**config.mk**
```make
export PLATFORM = sky130hd
export DESIGN_NAME = data_stack
export DESIGN_NICKNAME = d
export VERILOG_FILES = /design/src/rtl/data_stack.sv
export SDC_FILE = /design/constraint.sdc
export NUM_CORES = 1
export LEC_CHECK = 0
export ABC_AREA = 1
export CAP_MARGIN = 20
export CELL_PAD_IN_SITES_DETAIL_PLACEMENT = 1
export CELL_PAD_IN_SITES_GLOBAL_PLACEMENT = 2
export CORE_UTILIZATION = 45
export CTS_CLUSTER_SIZE = 30
export DETAILED_ROUTE_END_ITERATION = 7
export PLACE_DENSITY = 0.9
export RECOVER_POWER = 25
export SETUP_SLACK_MARGIN = 0.2
export SYNTH_ARGS = -nofsm -noshare
export SYNTH_HDL_FRONTEND = slang
export SYNTH_SLANG_ARGS = --single-unit
```
**constraint.sdc**
```tcl
create_clock -name CLK -period 10.2 [get_ports CLK]
set_input_delay 3.06 -clock CLK [delete_from_list [all_inputs] [get_ports CLK]]
set_output_delay 3.06 -clock CLK [all_outputs]
set_load 0.02 [all_outputs]
```
**src/rtl/data_stack.sv**
```systemverilog
// rtl/data_stack.sv - two-register (TOS/NOS) data stack with register-array spill RAM
// Depth tracking with sticky overflow/underflow; illegal ops leave the stack untouched.
module data_stack #(
  parameter int WIDTH = 16,
  parameter int DEPTH = 64,
  localparam int DW   = $clog2(DEPTH + 1)
) (
  input  logic             CLK,
  input  logic             reset,
  input  logic [2:0]       op,
  input  logic [WIDTH-1:0] din,
  output logic [WIDTH-1:0] top_of_stack,
  output logic [WIDTH-1:0] second_of_stack,
  output logic [DW-1:0]    depth,
  output logic             empty,
  output logic             full,
  output logic             overflow,
  output logic             underflow
);

  localparam int RAM_N = DEPTH - 2;
  localparam int AW    = (RAM_N > 1) ? $clog2(RAM_N) : 1;
  localparam logic [DW-1:0] D_MAX = DW'(DEPTH);
  localparam logic [DW-1:0] D0 = DW'(0);
  localparam logic [DW-1:0] D1 = DW'(1);
  localparam logic [DW-1:0] D2 = DW'(2);
  localparam logic [DW-1:0] D3 = DW'(3);

  typedef enum logic [2:0] {
    OP_NOP     = 3'b000,
    OP_PUSH    = 3'b001,
    OP_DROP    = 3'b010,
    OP_DUP     = 3'b011,
    OP_OVER    = 3'b100,
    OP_SWAP    = 3'b101,
    OP_BINOP   = 3'b110,
    OP_REPLACE = 3'b111
  } op_e;

  op_e              op_w;
  logic [WIDTH-1:0] tos_q, tos_d, nos_q, nos_d;
  logic [DW-1:0]    depth_q, depth_d;
  logic             ovf_q, ovf_d, udf_q, udf_d;
  logic             wr_en;
  logic [WIDTH-1:0] push_val, ram_rd;
  logic [AW-1:0]    wr_addr, rd_addr;
  logic [WIDTH-1:0] ram [RAM_N];

  assign op_w    = op_e'(op);
  assign wr_addr = AW'(depth_q - D2);
  assign rd_addr = AW'(depth_q - D3);
  // Entry below NOS; vacated slots must read as zero, so gate on depth.
  assign ram_rd  = (depth_q >= D3) ? ram[rd_addr] : '0;

  always_comb begin
    tos_d    = tos_q;
    nos_d    = nos_q;
    depth_d  = depth_q;
    ovf_d    = ovf_q;
    udf_d    = udf_q;
    wr_en    = 1'b0;
    push_val = din;
    case (op_w)
      OP_DUP:  push_val = tos_q;
      OP_OVER: push_val = nos_q;
      default: push_val = din;
    endcase
    case (op_w)
      OP_PUSH, OP_DUP, OP_OVER: begin
        if ((op_w == OP_DUP && depth_q == D0) || (op_w == OP_OVER && depth_q < D2)) begin
          udf_d = 1'b1;
        end else if (depth_q == D_MAX) begin
          ovf_d = 1'b1;
        end else begin
          tos_d   = push_val;
          nos_d   = tos_q;
          wr_en   = (depth_q >= D2);
          depth_d = depth_q + D1;
        end
      end
      OP_DROP: begin
        if (depth_q == D0) begin
          udf_d = 1'b1;
        end else begin
          tos_d   = nos_q;
          nos_d   = ram_rd;
          depth_d = depth_q - D1;
        end
      end
      OP_SWAP: begin
        if (depth_q < D2) begin
          udf_d = 1'b1;
        end else begin
          tos_d = nos_q;
          nos_d = tos_q;
        end
      end
      OP_BINOP: begin
        if (depth_q < D2) begin
          udf_d = 1'b1;
        end else begin
          tos_d   = din;
          nos_d   = ram_rd;
          depth_d = depth_q - D1;
        end
      end
      OP_REPLACE: begin
        if (depth_q == D0) udf_d = 1'b1;
        else tos_d = din;
      end
      default: ;
    endcase
  end

  always_ff @(posedge CLK) begin
    if (!reset) begin
      tos_q   <= '0;
      nos_q   <= '0;
      depth_q <= '0;
      ovf_q   <= 1'b0;
      udf_q   <= 1'b0;
    end else begin
      tos_q   <= tos_d;
      nos_q   <= nos_d;
      depth_q <= depth_d;
      ovf_q   <= ovf_d;
      udf_q   <= udf_d;
    end
  end

  always_ff @(posedge CLK) begin
    if (reset && wr_en) ram[wr_addr] <= nos_q;
  end

  assign top_of_stack    = tos_q;
  assign second_of_stack = nos_q;
  assign depth           = depth_q;
  assign empty           = (depth_q == D0);
  assign full            = (depth_q == D_MAX);
  assign overflow        = ovf_q;
  assign underflow       = udf_q;

endmodule

```
# After elaboration in Yosys (flattened, before gate mapping)
# Memory sizes are Yosys's and may differ from the RTL's.
# Cells that the tools add are included.
[totals]
reg_bits = 41
latchBits = 0
mem_bits_rw = 992
rom_bits = 0
word_cells = 78
n_memories = 1
[classes]
n_addsub = 4
n_mul = 0
div_mod_pow = 0
order_cmp = 3
n_eq_ne = 18
n_shift = 0
n_mux = 29
n_bitwise = 1
reduce_logical = 17
[mem_list]
columns = ["name", "depth", "width", "read_ports", "rd_clocked_by_memory_dff", "wr", "line", "rtl"]
rows = [
  ["ram", 62, 16, 1, 0, 1, "47", "logic [WIDTH-1:0] ram [RAM_N];"],
]
[ops]
columns = ["operator", "count"]
rows = [
  ["16-bit two-way mux", 12],
  ["16-bit one-hot mux with 5 select lines", 1],
  ["16-bit one-hot mux with 4 select lines", 1],
  ["16-bit one-hot mux with 2 select lines", 1],
  ["7-bit two-way mux", 4],
  ["7-bit one-hot mux with 3 select lines", 1],
  ["2-bit != test, second input constant", 8],
  ["7-bit by 2-bit greater-or-equal comparator with 1-bit output, second input constant", 2],
  ["3-bit equality test, second input constant", 4],
  ["6-bit by 2-bit subtractor with 6-bit output, second input constant", 2],
  ["1-bit two-way mux", 8],
  ["8-bit AND reduction", 1],
  ["7-bit by 1-bit adder with 7-bit output, second input constant", 1],
  ["7-bit equality test, second input constant", 1],
  ["7-bit zero test", 1],
  ["7-bit by 2-bit < comparator with 1-bit output, second input constant", 1],
  ["7-bit by 1-bit subtractor with 7-bit output, second input constant", 1],
  ["3-bit by 2-bit equality test with 1-bit output, second input constant", 2],
  ["6-bit AND reduction", 1],
  ["3-bit nonzero test", 2],
  ["5-bit AND reduction", 1],
  ["5-bit nonzero test", 1],
  ["2-bit by 1-bit != test with 1-bit output, second input constant", 2],
  ["4-bit AND reduction", 1],
  ["9 further kinds", 12],
]

# Logic depth before layout (Yosys ltp)
# Gate-level depths: netlist of run 1.
[logic_depth]
depth_word = 8
ltp_mapped = 17

# Worst setup path after synthesis of run 1
# OpenSTA, ideal clock, no wires.
[synth_timing]
kind = "input to register"
startpoint = "in op[1]"
endpoint = "mem ram[0][0], enable pin"
arrival_ns = 4.858
path_slack_ns = 4.954
path_stages = 7
n_path_buf = 0
cell_sequence = "inv_1 > nand3_2 > o21ai_1 > nand2_1 > nor3_4 > nand4_1 > nor2_1"
[synth_via]
elab_chain_cells = 8
elab_cells_between_ends = 12
cone_classes = "3 x eq/ne; 4 x mux; 5 x reduce/logical"
[synth_rtl]
columns = ["element", "line", "rtl"]
rows = [
  ["from (decl)", "10", "input logic [2:0] op,"],
  ["3-bit by 2-bit equality test with 1-bit output / 3-bit equality test (equally long branches)", "68, 70", ""],
  ["1-bit logical AND", "70", "if ((op_w == OP_DUP && depth_q == D0) || (op_w == OP_OVER && depth_q < D2)) begin"],
  ["1-bit logical OR", "70", ""],
  ["1-bit two-way mux", "70", ""],
  ["1-bit two-way mux *", "68", "case (op_w)"],
  ["1-bit logical AND *", "132", "if (reset && wr_en) ram[wr_addr] <= nos_q;"],
  ["1-bit two-way mux *", "132", ""],
  ["1-bit two-way mux (not written as such) *", "132", ""],
  ["to (decl)", "47", ""],
]
# Mark *: on every way between the ends. The rest lies on a longest branch, timed or not.

# Worst setup path in the final report of run 1
[layout_timing]
startpoint = "reg nos_q[1] (netlist: second_of_stack[1])"
endpoint = "out second_of_stack[1]"
[layout_rtl]
columns = ["element", "line", "rtl"]
rows = [
  ["from (decl)", "41", "logic [WIDTH-1:0] tos_q, tos_d, nos_q, nos_d;"],
  ["from (signal assigned)", "124", "nos_q <= nos_d;"],
  ["to (decl)", "13", "output logic [WIDTH-1:0] second_of_stack,"],
]
# No word-level cell between the ends.

==> results.sh, run 1 <==
export IMPL_run_status="finished, violations left"
export IMPL_violations="capacitance limit, slew limit"
export IMPL_synth_edff_count=992
export IMPL_use_met3_pct=4.97
export IMPL_hold_class="register to register"
export IMPL_place_hpwl_um=78000
export IMPL_post_cts_resized=0
export IMPL_cts_buffers=104
export IMPL_slew_headroom_pct=-214
export IMPL_cts_tree="built"
export IMPL_dieArea_um2=95200
export IMPL_drt_pass1_iter_count=6
export IMPL_clk_insertion_delay_late_ns=0.69
export IMPL_required_ns=7.14
export IMPL_drv_max_cap_violation_count=13
export IMPL_crit_arrival_ns=4.40
export IMPL_cp_end_kind="output port"
export IMPL_initialDrtViolationCount=3804
export IMPL_syn_cell_area_um2=42300
export IMPL_startpoint="second_of_stack[1]$_SDFFE_PN0P_"
export IMPL_yosysWarningCount=0
export IMPL_die_h_um=308
export IMPL_finalCritPeriodShare_pct=73.1
export IMPL_globalplace_congestion=0.881
export IMPL_final_cell_area_um2=48100
export IMPL_reg2reg_from="depth[0]$_SDFFE_PN0P_"
export IMPL_clock_fmax_mhz=134
export IMPL_synthArstFlopShare_pct=0
export IMPL_synth_area_leaders="edfxtp_1 70%, nand3_1 11%, nand2_1 10%"
export IMPL_portBuffers=63
export IMPL_syn_avg_cell_area_um2=11.5
export IMPL_drc_errors=0
export IMPL_setup_viol_count_final=0
export IMPL_drive_above_1_share_pct=7.21
export IMPL_tns_ns=0
export IMPL_syn_to_final_growth_pct=13.8
export IMPL_wl_per_cell_um=26.7
export IMPL_routed_wl_um=135000
export IMPL_power_leakage_uw=0.0171
export IMPL_vias_per_cell=5.88
export IMPL_cts_reportedPaths_clkPinSlew_ns=0.07
export IMPL_grt_total_usage_pct=28.4
export IMPL_synthTopCellsByCount="1129 x nand2_1, 992 x edfxtp_1, 957 x nand3_1, 154 x clkbuf_1, 127 x nor2_1"
export IMPL_h_tree_depth=3
export IMPL_skew_ns=0.0349
export IMPL_initial_core_util_pct=45.4
export IMPL_hold_slack_ns=0.482
export IMPL_grt_overflow_total=0
export IMPL_antenna_cells=0
export IMPL_die_width_um=308
export IMPL_synth_most_common_cell="nand2_1"
export IMPL_cts_setup_buffers=0
export IMPL_criticalPathCategory="register to output port"
export IMPL_use_met1_pct=38.4
export IMPL_ant_nets=0
export IMPL_vias=29792
export IMPL_synth_top_area_share_pct=70.5
export IMPL_synth_cell_types=40
export IMPL_holdBufCountCts=0
export IMPL_tightest_slew_ns=4.71
export IMPL_root_buffer="clkbuf_16"
export IMPL_ys_ff_latch=1033
export IMPL_power_per_cell_area_nw_per_um2=250
export IMPL_antenna_found_initial=6
export IMPL_drv_slew=636
export IMPL_core_um2=93200
export IMPL_rrSetupSlack_ns=4.23
export IMPL_syn_nets=3713
export IMPL_path_max_fanout=23
export IMPL_clk_path_buf_depth=3
export IMPL_grt_start_max_net_pins=205
export IMPL_final_nets=3758
export IMPL_cts_sinks=1033
export IMPL_min_period_ns=7.46
export IMPL_use_met2_pct=45.3
export IMPL_rows=112
export IMPL_ys_seq_area_share_pct=72.4
export IMPL_yosys_area_top_type="edfxtp_1"
export IMPL_hold_path_startpoint="overflow$_SDFFE_PN0P_"
export IMPL_ys_flop_type="edfxtp_1"
export IMPL_busiest_layer="met2"
export IMPL_hold_viol_final=0
export IMPL_startpoint_type="register"
export IMPL_grt_pass1_wl_um=197000
export IMPL_grt_pass1_vias=30198
export IMPL_place_area_um2=44400
export IMPL_rsz0062_at_grt="false"
export IMPL_syn_inst=3683
export IMPL_ios=64
export IMPL_vdd_drop_max_uv=144
-- cells in the final DEF (no fill, tap or decap), types with 3 or more instances in the layout --
cell	netlist	routed
ha_1	8	7
inv_1	52	51
clkbuf_16	0	107
edfxtp_1	992	992
nand4_1	8	8
a21oi_1	47	47
a221oi_1	16	16
buf_6	2	7
nand2_1	1129	1126
bufinv_16	0	22
nor2_1	127	123
dfxtp_1	41	40
nor2_2	3	7
clkbuf_1	154	29
clkinv_4	0	3
nand3_1	957	957
clkinv_2	0	15
o21ai_0	40	40
clkinv_1	2	22
buf_4	1	86
clkdlybuf4s50_1	0	63
inv_16	0	3
clkinvlp_4	0	3
-- critical path, cell delays in order, from the launching register on --
cell and delay (ns):
dfxtp_1 1.27, clkbuf_1 1.54, clkdlybuf4s50_1 0.88
-- area by class of cell --
type | count | area (um^2)
clock buffer | 124 | 2750
clock inverter | 68 | 940
fill | 9717 | 45100
inverter | 56 | 228
multi-input combinational | 2361 | 10500
sequential | 1033 | 30600
tap | 1254 | 1570
timing repair buffer | 172 | 1460
-- power by group --
group / internal [uW] / total [uW] / switching [uW]
registers: 4950 / 5060 / 109
logic: 625 / 2820 / 2190
clock network: 2480 / 4160 / 1670
-- logic make-up (layout without fill, tap and decap cells) --
group,after synthesis,after routing,share of synthesized area [%]
compound gates,113,113,1.54
buf+inv,289,420,2.79
simple gates,2233,2233,22.8
xor+xnor,6,6,0.142
fa+ha+maj,9,9,0.284
flops,1033,1033,72.4
-- worst paths after layout --
kind / depth (start not counted) / endpoint
setup / recovery: 2 / second_of_stack[1]
setup reg to reg: 12 / second_of_stack[5]$_SDFFE_PN0P_
hold reg to reg: 2 / overflow$_SDFFE_PN0P_
hold / removal: 2 / overflow$_SDFFE_PN0P_
-- flip-flops by register name, summed over array words and instances, names as in the netlist --
signal           flops
depth                7
overflow             1
ram                992
second_of_stack     16
top_of_stack        16
underflow            1
-- per-stage QoR --
step	util, %	setup WS (ns)	cells	power [uW]
finish	51.6	2.74	5068	12000
global route	51.6	2.79	5068	12400
CTS	51.6	3.08	5061	12000
detailed placement	47.6	2.46	4869	7840
global placement	47.6	2.54	4865	7780
floorplan	-	4.95	3683	6610
-- metal layers --
metal	part of all wire (%)	up-vias
li1	-	13127
met1	40	15089
met2	47	1310
met3	8.4	264
met4	4.1	2
met5	0.015	-
No activity file was read; power rests on OpenSTA's default activity.
==> run 2: changes to the inputs <==
--- a/config.mk
+++ b/config.mk
@@ -9,10 +9,10 @@
 export CAP_MARGIN = 20
 export CELL_PAD_IN_SITES_DETAIL_PLACEMENT = 1
 export CELL_PAD_IN_SITES_GLOBAL_PLACEMENT = 2
-export CORE_UTILIZATION = 45
+export CORE_UTILIZATION = 43
 export CTS_CLUSTER_SIZE = 30
 export DETAILED_ROUTE_END_ITERATION = 7
-export PLACE_DENSITY = 0.9
+export PLACE_DENSITY = 0.87
 export RECOVER_POWER = 25
 export SETUP_SLACK_MARGIN = 0.2
 export SYNTH_ARGS = -nofsm -noshare
==> constraint.sdc (replaced) <==
create_clock -name CLK -period 7.15 [get_ports CLK]
set_input_delay 2.145 -clock CLK [delete_from_list [all_inputs] [get_ports CLK]]
set_output_delay 2.145 -clock CLK [all_outputs]
set_load 0.02 [all_outputs]
==> run 2 against run 1 <==
  * The run still ends with capacitance limit, slew limit left
  * Clock-buffer cell count increased by 2
  * Final cell count increased by 0.65%
  * Core utilization down 2.3 points
  * Worst hold slack better by 0.00069 ns
  * First-iteration DRC count shrank 11%
  * Critical path depth up 3
  * Wire length is 0.27% higher
  * Sequential share of layout area grew 0.35 points
  * Die area rose by 4.6%
  * Final area down 0.54%
  * Non-clock buffer count rose by 12
==> results.sh, run 2 (synthesis gave the netlist of run 1 again) <==
export IMPL_run_status="finished, violations left"
export IMPL_violations="capacitance limit, slew limit"
export IMPL_final_common_cell="nand2_1"
export IMPL_switching_share_pct=33.5
export IMPL_hold_class="register to register"
export IMPL_dp_slack_ns=1.40
export IMPL_power_leakage_uw=0.0170
export IMPL_pwr_share_clk_pct=32.4
export IMPL_initial_core_util_pct=43.6
export IMPL_antenna_found_initial=1
export IMPL_cts_tree="built"
export IMPL_cp_end_kind="output port"
export IMPL_vias=29741
export IMPL_final_nets=3766
export IMPL_place_hpwl_um=80400
export IMPL_cts_setup_buffers=0
export IMPL_clk_insertion_delay_late_ns=0.68
export IMPL_setup_ws_ns=1.69
export IMPL_skew_ns=0.0273
export IMPL_multi_input_area_um2=10500
export IMPL_reg2reg_from="second_of_stack[12]$_SDFFE_PN0P_"
export IMPL_post_cts_resized=0
export IMPL_drc_errors=0
export IMPL_ios=64
export IMPL_hold_slack_ns=0.482
export IMPL_hold_path_startpoint="overflow$_SDFFE_PN0P_"
export IMPL_vdd_drop_max_uv=199
export IMPL_die_width_um=316
export IMPL_crit_arrival_ns=3.31
export IMPL_p_seq_share_pct=43.6
export IMPL_grt_pass1_vias=29678
export IMPL_holdBufCountCts=0
export IMPL_hold_viol_final=0
export IMPL_dieArea_um2=99600
export IMPL_tns_ns=0
export IMPL_top_register="ram"
export IMPL_criticalPathCategory="register to output port"
export IMPL_portBuffers=63
export IMPL_power_switching_uw=5550
export IMPL_required_ns=5.01
export IMPL_regArea_um2=30600
export IMPL_core_um2=97000
export IMPL_drv_slew=462
export IMPL_path_max_fanout=119
export IMPL_root_buffer="clkbuf_16"
export IMPL_dpl_cell_count=4908
export IMPL_vias_per_cell=5.83
export IMPL_layout_common_cells="1126 x nand2_1, 992 x edfxtp_1, 957 x nand3_1, 127 x nor2_1, 104 x buf_4"
export IMPL_critPathSlowestCell="clkdlybuf4s50_1"
export IMPL_path_cells="inv_8, ha_4, nand2_1, nor2_1, clkdlybuf4s50_1"
export IMPL_cts_sinks=1033
export IMPL_cts_buffers=100
export IMPL_grt_pass1_wl_um=197000
export IMPL_finalCritPeriodShare_pct=76.4
export IMPL_drv_max_cap_violation_count=11
export IMPL_drive_above_1_share_pct=6.98
export IMPL_instances_no_fill=5101
export IMPL_grt_start_max_net_pins=204
export IMPL_min_period_ns=5.46
export IMPL_final_util_pct=49.3
export IMPL_globalplace_congestion=0.882
export IMPL_h_tree_depth=3
export IMPL_grt_total_usage_pct=27.1
export IMPL_startpoint="depth[0]$_SDFFE_PN0P_"
export IMPL_slew_headroom_pct=-222
export IMPL_largest_reg_flops=992
export IMPL_startpoint_type="register"
export IMPL_clk_path_buf_depth=3
export IMPL_routed_wl_um=136000
export IMPL_setup_viol_count_final=0
export IMPL_ant_nets=0
export IMPL_initialDrtViolationCount=3380
export IMPL_comb_power_share_pct=24.0
export IMPL_clock_fmax_mhz=183
export IMPL_die_h_um=316
export IMPL_rows=114
export IMPL_crit_path_max_incr_delay_ns=0.70
export IMPL_p_int_uw=11000
export IMPL_power_per_cell_area_nw_per_um2=347
export IMPL_rsz0062_at_grt="false"
export IMPL_grt_overflow_total=0
export IMPL_syn_to_final_growth_pct=13.2
export IMPL_drt_pass1_iter_count=5
export IMPL_cts_reportedPaths_clkPinSlew_ns=0.06
export IMPL_wl_per_cell_um=26.6
export IMPL_tightest_slew_ns=4.82
export IMPL_n_fill_cell=10220
==> run 2: stage by stage <==
| step | area, um^2 | power [uW] |
|---|---|---|
| after floorplan | 42300 | 9430 |
| after global placement | 44600 | 11100 |
| after detailed placement | 44600 | 11200 |
| after CTS | 47900 | 16600 |
| after global routing | 47800 | 17100 |
| final | 47800 | 16600 |
==> run 2: power groups by stage <==
| stage | logic (uW) | registers (uW) | clock network, uW |
|---|---|---|---|
| 2_1_floorplan | 2020 | 7420 | 0 |
| 3_3_place_gp | 3800 | 7330 | 0 |
| 3_5_place_dp | 3890 | 7330 | 0 |
| 4_1_cts | 3920 | 7200 | 5430 |
| 5_1_grt | 4200 | 7230 | 5640 |
| 6_report | 3970 | 7230 | 5380 |
==> run 2: cell type report <==
cell class	count	area share, %
sequential	1033	64.0
multi-input combinational	2361	22.0
clock buffer	126	5.61
tap	1276	3.34
timing repair buffer	184	3.27
clock inverter	63	1.29
inverter	56	0.476
antenna	2	0.0105
==> run 2: routing by layer <==
metal  GRT usage (%)  wire length [um]
met1            37.5             56600
met2            42.6             63000
met3            3.83              9720
met4            12.5              6450
met5               0                13
==> run 2: worst paths after layout <==
kind	endpoint	slack (ns)	depth (start not counted)
worst max-delay path	empty	1.69	5
worst min-delay path	overflow$_SDFFE_PN0P_	0.48	2
worst max register to register	top_of_stack[12]$_SDFFE_PN0P_	2.29	7
worst min register to register	overflow$_SDFFE_PN0P_	0.48	2
==> run 2: worst max-delay path, delay by kind of cell (launching register included) <==
kind	cells	cell delay, ns
buf+inv	2	1.37
flops	1	0.57
simple gates	2	0.45
fa+ha+maj	1	0.23
